--- config.mk ---
export PLATFORM = sky130hd
export DESIGN_NAME = note_display_scanner
export DESIGN_NICKNAME = d
export VERILOG_FILES = /design/src/rtl/note_display_scanner.sv
export SDC_FILE = /design/constraint.sdc
export NUM_CORES = 1
export LEC_CHECK = 0
export ABC_AREA = 0
export BUFFER_PORTS_ARGS = -buffer_cell sky130_fd_sc_hd__buf_2
export CAP_MARGIN = 20
export CORE_MARGIN = 8
export CORE_UTILIZATION = 50
export CTS_CLUSTER_DIAMETER = 100
export DETAILED_ROUTE_END_ITERATION = 8
export PLACE_DENSITY_LB_ADDON = 0.05
export RECOVER_POWER = 50
export SETUP_SLACK_MARGIN = 0.02
export SLEW_MARGIN = 20
export SYNTH_ARGS = -nofsm -noshare
export SYNTH_HDL_FRONTEND = slang
export SYNTH_SLANG_ARGS = --single-unit
--- constraint.sdc ---
create_clock -name clk_in -period 6.58 [get_ports clk_in]
set_input_delay 1.316 -clock clk_in [delete_from_list [all_inputs] [get_ports clk_in]]
set_output_delay 1.316 -clock clk_in [all_outputs]
set_load 0.1 [all_outputs]
--- src/rtl/note_display_scanner.sv ---
// Multi-channel seven-segment note display driver: frame-coherent input snapshots,
// PWM brightness and a per-channel decimal-point flash when a channel's note changes.
module note_display_scanner #(
  parameter int N_CH         = 3,
  parameter int NUM_DIGITS   = 8,
  parameter int COUNT_TO     = 100000,
  parameter int FLASH_FRAMES = 64
) (
  input  logic                  clk_in,
  input  logic                  rst_n_in,
  input  logic [4*N_CH-1:0]     notes_in,
  input  logic [N_CH-1:0]       enable_in,
  input  logic [3:0]            brightness_in,
  output logic [6:0]            cat_out,
  output logic                  dp_out,
  output logic [NUM_DIGITS-1:0] an_out
);

  localparam int SLOT_W = (COUNT_TO > 1) ? $clog2(COUNT_TO) : 1;
  localparam int IDX_W  = (NUM_DIGITS > 1) ? $clog2(NUM_DIGITS) : 1;
  localparam int FL_W   = $clog2(FLASH_FRAMES + 1);

  localparam logic [SLOT_W-1:0] SLOT_LAST = SLOT_W'(COUNT_TO - 1);
  localparam logic [IDX_W-1:0]  IDX_LAST  = IDX_W'(NUM_DIGITS - 1);
  localparam logic [FL_W-1:0]   FL_LOAD   = FL_W'(FLASH_FRAMES);

  localparam logic [6:0] GLYPH_ZERO  = 7'b0111111;
  localparam logic [6:0] GLYPH_DASH  = 7'b1000000;
  localparam logic [6:0] GLYPH_SHARP = 7'b1101101;

  if (N_CH < 1 || N_CH > 8) begin : g_bad_n_ch
    $error("note_display_scanner: N_CH must be 1..8");
  end
  if (NUM_DIGITS < 3*N_CH - 1 || NUM_DIGITS > 32) begin : g_bad_num_digits
    $error("note_display_scanner: NUM_DIGITS must be >= 3*N_CH-1 and <= 32");
  end
  if (COUNT_TO < 2) begin : g_bad_count_to
    $error("note_display_scanner: COUNT_TO must be >= 2");
  end
  if (FLASH_FRAMES < 1) begin : g_bad_flash_frames
    $error("note_display_scanner: FLASH_FRAMES must be >= 1");
  end

  function automatic logic [6:0] letter_glyph(input logic [3:0] code);
    case (code)
      4'd0:        letter_glyph = GLYPH_ZERO;
      4'd1, 4'd2:  letter_glyph = 7'b0111001;
      4'd3, 4'd4:  letter_glyph = 7'b1011110;
      4'd5:        letter_glyph = 7'b1111001;
      4'd6, 4'd7:  letter_glyph = 7'b1110001;
      4'd8, 4'd9:  letter_glyph = 7'b0111101;
      4'd10, 4'd11: letter_glyph = 7'b1110111;
      4'd12:       letter_glyph = 7'b1111100;
      default:     letter_glyph = GLYPH_DASH;
    endcase
  endfunction

  function automatic logic [6:0] accidental_glyph(input logic [3:0] code);
    case (code)
      4'd0:                          accidental_glyph = GLYPH_ZERO;
      4'd2, 4'd4, 4'd7, 4'd9, 4'd11: accidental_glyph = GLYPH_SHARP;
      default:                       accidental_glyph = 7'b0000000;
    endcase
  endfunction

  logic [SLOT_W-1:0]     slot_q, slot_d;
  logic [IDX_W-1:0]      digit_idx_q, digit_idx_d;
  logic [3:0]            pwm_q, pwm_d;
  logic [4*N_CH-1:0]     note_sh_q, note_sh_d;
  logic [N_CH-1:0]       en_sh_q, en_sh_d;
  logic [FL_W-1:0]       flash_q [N_CH];
  logic [FL_W-1:0]       flash_d [N_CH];
  logic [6:0]            cat_q, cat_d;
  logic                  dp_q, dp_d;
  logic [NUM_DIGITS-1:0] an_q, an_d;

  logic       slot_wrap;
  logic       frame_wrap;
  logic [6:0] glyph;
  logic       dp_lit;
  logic       pwm_on;
  logic [3:0] new_code;

  always_comb begin
    slot_wrap  = (slot_q == SLOT_LAST);
    frame_wrap = slot_wrap && (digit_idx_q == IDX_LAST);

    slot_d      = slot_wrap ? '0 : slot_q + SLOT_W'(1);
    digit_idx_d = digit_idx_q;
    if (slot_wrap) begin
      digit_idx_d = (digit_idx_q == IDX_LAST) ? '0 : digit_idx_q + IDX_W'(1);
    end
    pwm_d = pwm_q + 4'd1;

    note_sh_d = note_sh_q;
    en_sh_d   = en_sh_q;
    flash_d   = flash_q;
    new_code  = '0;
    if (frame_wrap) begin
      note_sh_d = notes_in;
      en_sh_d   = enable_in;
      for (int c = 0; c < N_CH; c++) begin
        new_code = notes_in[4*c +: 4];
        if (!enable_in[c]) begin
          flash_d[c] = '0;
        end else if (new_code != note_sh_q[4*c +: 4] && new_code >= 4'd1 && new_code <= 4'd12) begin
          flash_d[c] = FL_LOAD;
        end else if (flash_q[c] != '0) begin
          flash_d[c] = flash_q[c] - FL_W'(1);
        end
      end
    end

    // Channel c owns digit 3c (accidental) and 3c+1 (letter); everything else is blank.
    glyph  = '0;
    dp_lit = 1'b0;
    for (int c = 0; c < N_CH; c++) begin
      if (digit_idx_q == IDX_W'(3*c) && en_sh_q[c]) begin
        glyph = accidental_glyph(note_sh_q[4*c +: 4]);
      end
      if (digit_idx_q == IDX_W'(3*c + 1) && en_sh_q[c]) begin
        glyph  = letter_glyph(note_sh_q[4*c +: 4]);
        dp_lit = (flash_q[c] != '0);
      end
    end

    pwm_on = (pwm_q <= brightness_in);
    cat_d  = pwm_on ? ~glyph : 7'h7f;
    dp_d   = ~(pwm_on & dp_lit);
    an_d   = ~(NUM_DIGITS'(1) << digit_idx_q);
  end

  always_ff @(posedge clk_in or negedge rst_n_in) begin
    if (!rst_n_in) begin
      slot_q      <= '0;
      digit_idx_q <= '0;
      pwm_q       <= '0;
      note_sh_q   <= '0;
      en_sh_q     <= '0;
      for (int c = 0; c < N_CH; c++) flash_q[c] <= '0;
      cat_q       <= '1;
      dp_q        <= 1'b1;
      an_q        <= '1;
    end else begin
      slot_q      <= slot_d;
      digit_idx_q <= digit_idx_d;
      pwm_q       <= pwm_d;
      note_sh_q   <= note_sh_d;
      en_sh_q     <= en_sh_d;
      for (int c = 0; c < N_CH; c++) flash_q[c] <= flash_d[c];
      cat_q       <= cat_d;
      dp_q        <= dp_d;
      an_q        <= an_d;
    end
  end

  assign cat_out = cat_q;
  assign dp_out  = dp_q;
  assign an_out  = an_q;

endmodule

## Word-level counts from Yosys, hierarchy flattened

Memories as Yosys holds them, arrays and structs flattened.
Index checks and enable logic that the tools add are counted.
Widths: inputs -> output; s select.

| word-level totals | value |
|---|---|
| memories | 3 |
| bits in registers | 76 |
| memory bits (read-only) | 336 |
| input bits | 21 |
| output and inout port bits | 16 |
| word-level logic and storage cells | 109 |

Memory list:

| memory | depth | width | read ports | clocked after Yosys merged registers in | write ports | RTL line | source |
|---|---|---|---|---|---|---|---|
| (name not given) | 16 | 7 | 1 | 0 | 0 | 45 | `case (code)` |
| (name not given) | 16 | 7 | 1 | 0 | 0 | 45 |  |
| (name not given) | 16 | 7 | 1 | 0 | 0 | 45 |  |

| cells by class | value |
|---|---|
| multiplexer cells | 24 |
| shift operators | 1 |
| bitwise logic cells | 4 |
| $lt $le $gt $ge | 7 |
| eq/ne operators | 27 |
| add/sub/neg operators | 6 |
| reduce and logical (&&, ||, !) cells | 26 |

Operator list:

| kind | count |
|---|---|
| $mux 7 | 16 |
| $pmux 7 s2 | 3 |
| $eq 4x3->1 const B | 6 |
| $eq 4x4->1 const B | 6 |
| $reduce_bool 7->1 | 3 |
| $sub 7x1->7 const B | 3 |
| $add 17x1->17 const B | 1 |
| $eq 17x17->1 const B | 1 |
| $mux 17 | 1 |
| $reduce_or 5->1 | 3 |
| $logic_and 1x1->1 | 13 |
| $eq 4x2->1 const B | 3 |
| $ge 4x1->1 const B | 3 |
| $le 4x4->1 const B | 3 |
| $logic_not 4->1 | 3 |
| $ne 4x4->1 | 3 |
| $eq 3x3->1 const B | 3 |
| $ne 3x1->1 const B | 3 |
| $not 8->8 | 1 |
| $shl 1x3->8 const A | 1 |
| $not 7->7 | 1 |
| $reduce_and 2->1 | 3 |
| $add 4x1->4 const B | 1 |
| $le 4x4->1 | 1 |
| 8 further kinds | 10 |

## Depth between registers and ports, before layout

| logic depth | value |
|---|---|
| depth after elaboration | 11 |
| gate-level depth with buffers | 8 |
| mapped depth without buffers | 7 |

## Worst setup path before layout

Ideal clock, no wire load.

| timing path | value |
|---|---|
| path type | input to register |
| from | in notes_in[0] |
| to | reg flash_q[18] in the netlist's numbering |
| path slack | 3842 ps |
| path buffers | 0 |
| stages | 5 |
| setup time | 103 ps |
| arrival | 2635 ps |
| cell sequence | xor2_1 nor4_1 o21ai_0 or3_4 o41ai_2 |

| on the way | value |
|---|---|
| cells in the longest elaborated chain, start to end | 5 |

RTL lines:

| what | RTL line | source |
|---|---|---|
| start, declared | 11 | `input logic [4*N_CH-1:0] notes_in,` |
| $ge 4x1->1 or $ne 4x4->1 (tied branches) | 106 | `end else if (new_code != note_sh_q[4*c +: 4] && new_code >= 4'd1 && new_code <= 4'd12) begin` |
| $logic_and 1x1->1 | 106 |  |
| $logic_and 1x1->1 * | 106 |  |
| $ne 3x1->1 (no source line) or $mux 7 (tied branches) | n/a |  |
| $reduce_and 2->1 (no source line) or $mux 7 (tied branches) | n/a |  |
| end, declared | 71 | `logic [FL_W-1:0] flash_q [N_CH];` |

Every way passes the cells marked *; elsewhere a longest branch is shown, timed or not.
A chain may end at the register's enable or synchronous reset.

## Worst setup path after layout

| timing path | value |
|---|---|
| from | in notes_in[1] |
| to | reg flash_q[18] in the netlist's numbering |

Same word-level chain as after synthesis.

==> impl_metrics.ini <==
[outcome]
status = completed

[synthesis]
synth_ff_type = dfrtp_1
synthesis.nets = 580
synth_area_leaders = dfrtp_1, dfstp_2, ha_1
postSynthCellCount = 526
yosysWarnings = 0
synth_edf_count = 0
ys_types = 61
syn_area_um2 = 4730
synth_top_area_share_pct = 31.8
yosys.area.top_type = dfrtp_1
ys_seq_elements = 76
synthArstFlopShare_pct = 100
syn_area_per_cell_um2 = 8.99
synth_seq_area_share_pct = 40.6

[timing]
slew_headroom_pct = 36.9
setup_slack_ns = 3.77
hold_violations = 0
fin_crit_sh_pct = 42.7
worst_pin_slew_ns = 0.946
skew_ns = 0.00578
tns_ns = 0
finalSetupViolations = 0
drv_slew = 0
fin_crit_ns = 2.81
grt_setup_unrepaired = false
timing.fmax_mhz = 356

[power]
power.density_nw_per_um2 = 175
ir_worst_vdd_mv = 0.114
leakagePower_nw = 2.33

[floorplan]
core_area_um2 = 9200
rows = 35
die_x_um = 113
ios = 37
dieArea_um2 = 12800
die_h_um = 113
start_util_pct = 51.4

[drt]
post_drt_wl_per_cell_um = 15.1
drt_iter0_markers = 212
antenna_left = 0
vias = 3868
via_per_inst = 5.76
wl_mm = 10.2
firstDrtPassIters = 5
drc = 0

[final_layout]
areaGrowthSynthToFinish_pct = 9.50
nFillCells = 845
nets = 610
drive_gt1_share_pct = 13.7
n_antenna_cell = 0

[clock_tree]
clk_pin_slew_worst_paths_ns = 0.08
clk_latency_ns = 0.35
cts_hold_buf = 0
h-tree-depth = 3
clkSinkCount = 76
cts_tree = built
cts_buffers = 9
root_buffer = clkbuf_8
cts_setup_buffers = 0
ctsResizeCount = 0
clk_path_buf_depth = 2

[grt]
grt_usage_pct = 16.5
first_global_vias = 3670
grt_overflow_total = 0
grt_pass1_wl_mm = 17.4
antenna_found_initial = 0
grt_max_degree = 77

[placed_design]
post-place-ws_ns = 3.41
port_buffers = 36
hpwlAfterDp_mm = 7.29
gp_congestion = 0.872

[flow_run]
maxCapViolations = 0

[setup_path]
cp_data_arrival_time_ns = 3.07
ff2ff_path_depth = 5
critPathRequiredTime_ns = 6.84
cp-start-kind = primary input
worstSetupPathType = in2reg
end_kind = register
crit_fanout = 5

[hold_path]
hold_path.class = reg2reg
holdPathStages = 1
cell families after synthesis:
kind of cell               after synthesis  share of synthesized area [%]
DFF                                     76                           40.6
AOI/OAI and AO/OA                      132                           18.2
muxes                                    3                          0.635
buffers and inverters                   55                           4.42
and+or+nand+nor                        196                           21.7
adders and majority gates               33                           8.73
xor gates and xnor gates                31                           5.74
routing by layer:
metal / wire length [µm] / up-vias / global-route usage [%]
li1: - / 1919 / -
met1: 4790 / 1840 / 21.4
met2: 4810 / 93 / 26.9
met3: 420 / 16 / 3.35
met4: 151 / 0 / 5.77
met5: 0 / - / 0
worst paths after layout:
check                            start     endpoint  slack (ns)
setup / recovery           notes_in[1]  flash_q[18]        3.77
hold / removal               slot_q[0]    slot_q[0]        0.45
setup reg to reg            slot_q[12]  flash_q[11]        3.86
hold reg to reg              slot_q[0]    slot_q[0]        0.45
max in group asynchronous     rst_n_in  flash_q[13]        4.86
min in group asynchronous     rst_n_in     pwm_q[3]        1.11
report_power, final:
group	leakage [nW]	internal (W)	total (W)	switching, W
clock network	0.0966	0.000176	0.000356	0.000180
logic	1.36	0.0000270	0.0000640	0.0000370
registers	0.877	0.000476	0.000488	0.0000120
sequential cells by signal (all words and copies together) (netlist names):
| name | cells |
|---|---|
| en_sh_q | 3 |
| cat_out | 7 |
| an_out | 8 |
| note_sh_q | 12 |
| digit_idx_q | 3 |
| slot_q | 17 |
| flash_q | 21 |
| dp_out | 1 |
| pwm_q | 4 |
synth_stat cells, drive strengths merged, types with 6 or more instances:
cell    instances
nand2          65
dfrtp          60
o21ai          46
inv            38
ha             33
nor2           29
a21oi          19
xor2           17
dfstp          16
clkbuf         15
xnor2          14
and3           12
nand3          12
nor2b          12
nor3           12
nand2b          9
nor4            9
or3             9
o22ai           8
a31oi           6
metrics by stage:
step | cells | total power (W) | util, % | cell area (µm²) | hold WS [ns]
global placement | 656 | 0.000560 | 54.2 | 4980 | 0.435
CTS | 672 | 0.000923 | 56.3 | 5180 | 0.455
finish | 672 | 0.000908 | 56.3 | 5180 | 0.448
detailed placement | 656 | 0.000561 | 54.2 | 4980 | 0.442
floorplan | 526 | 0.000532 | - | 4730 | 0.424
global route | 672 | 0.000950 | 56.3 | 5180 | 0.493
cell type report:
class                      count  area [µm²]  area share (%)
sequential                    76        1920            37.1
clock inverter                 6        65.1            1.26
multi-input combinational    395        2600            50.2
clock buffer                  10         128            2.46
timing repair buffer          36         183            3.53
tap                          111         139            2.68
inverter                      38         143            2.75
cells in the final DEF, fill, tap and decap left out, types with 9 or more instances in the layout:
| cell type | instances |
|---|---|
| a21oi_1 | 19 |
| and3_1 | 11 |
| buf_2 | 35 |
| clkbuf_8 | 9 |
| dfrtp_1 | 60 |
| dfstp_2 | 16 |
| ha_1 | 33 |
| inv_1 | 38 |
| nand2_1 | 65 |
| nand2b_1 | 9 |
| nand3_1 | 11 |
| nor2_1 | 29 |
| nor2b_1 | 12 |
| nor3_1 | 12 |
| o21ai_0 | 45 |
| xnor2_1 | 14 |
| xor2_1 | 17 |
worst max-delay path, cell delays in order:
cell and delay (ns):
buf_2 0.12, xor2_1 0.16, nor4_1 0.50, o21ai_0 0.34, or3_4 0.43, o41ai_2 0.19
Power figures use the tool's default switching activity.
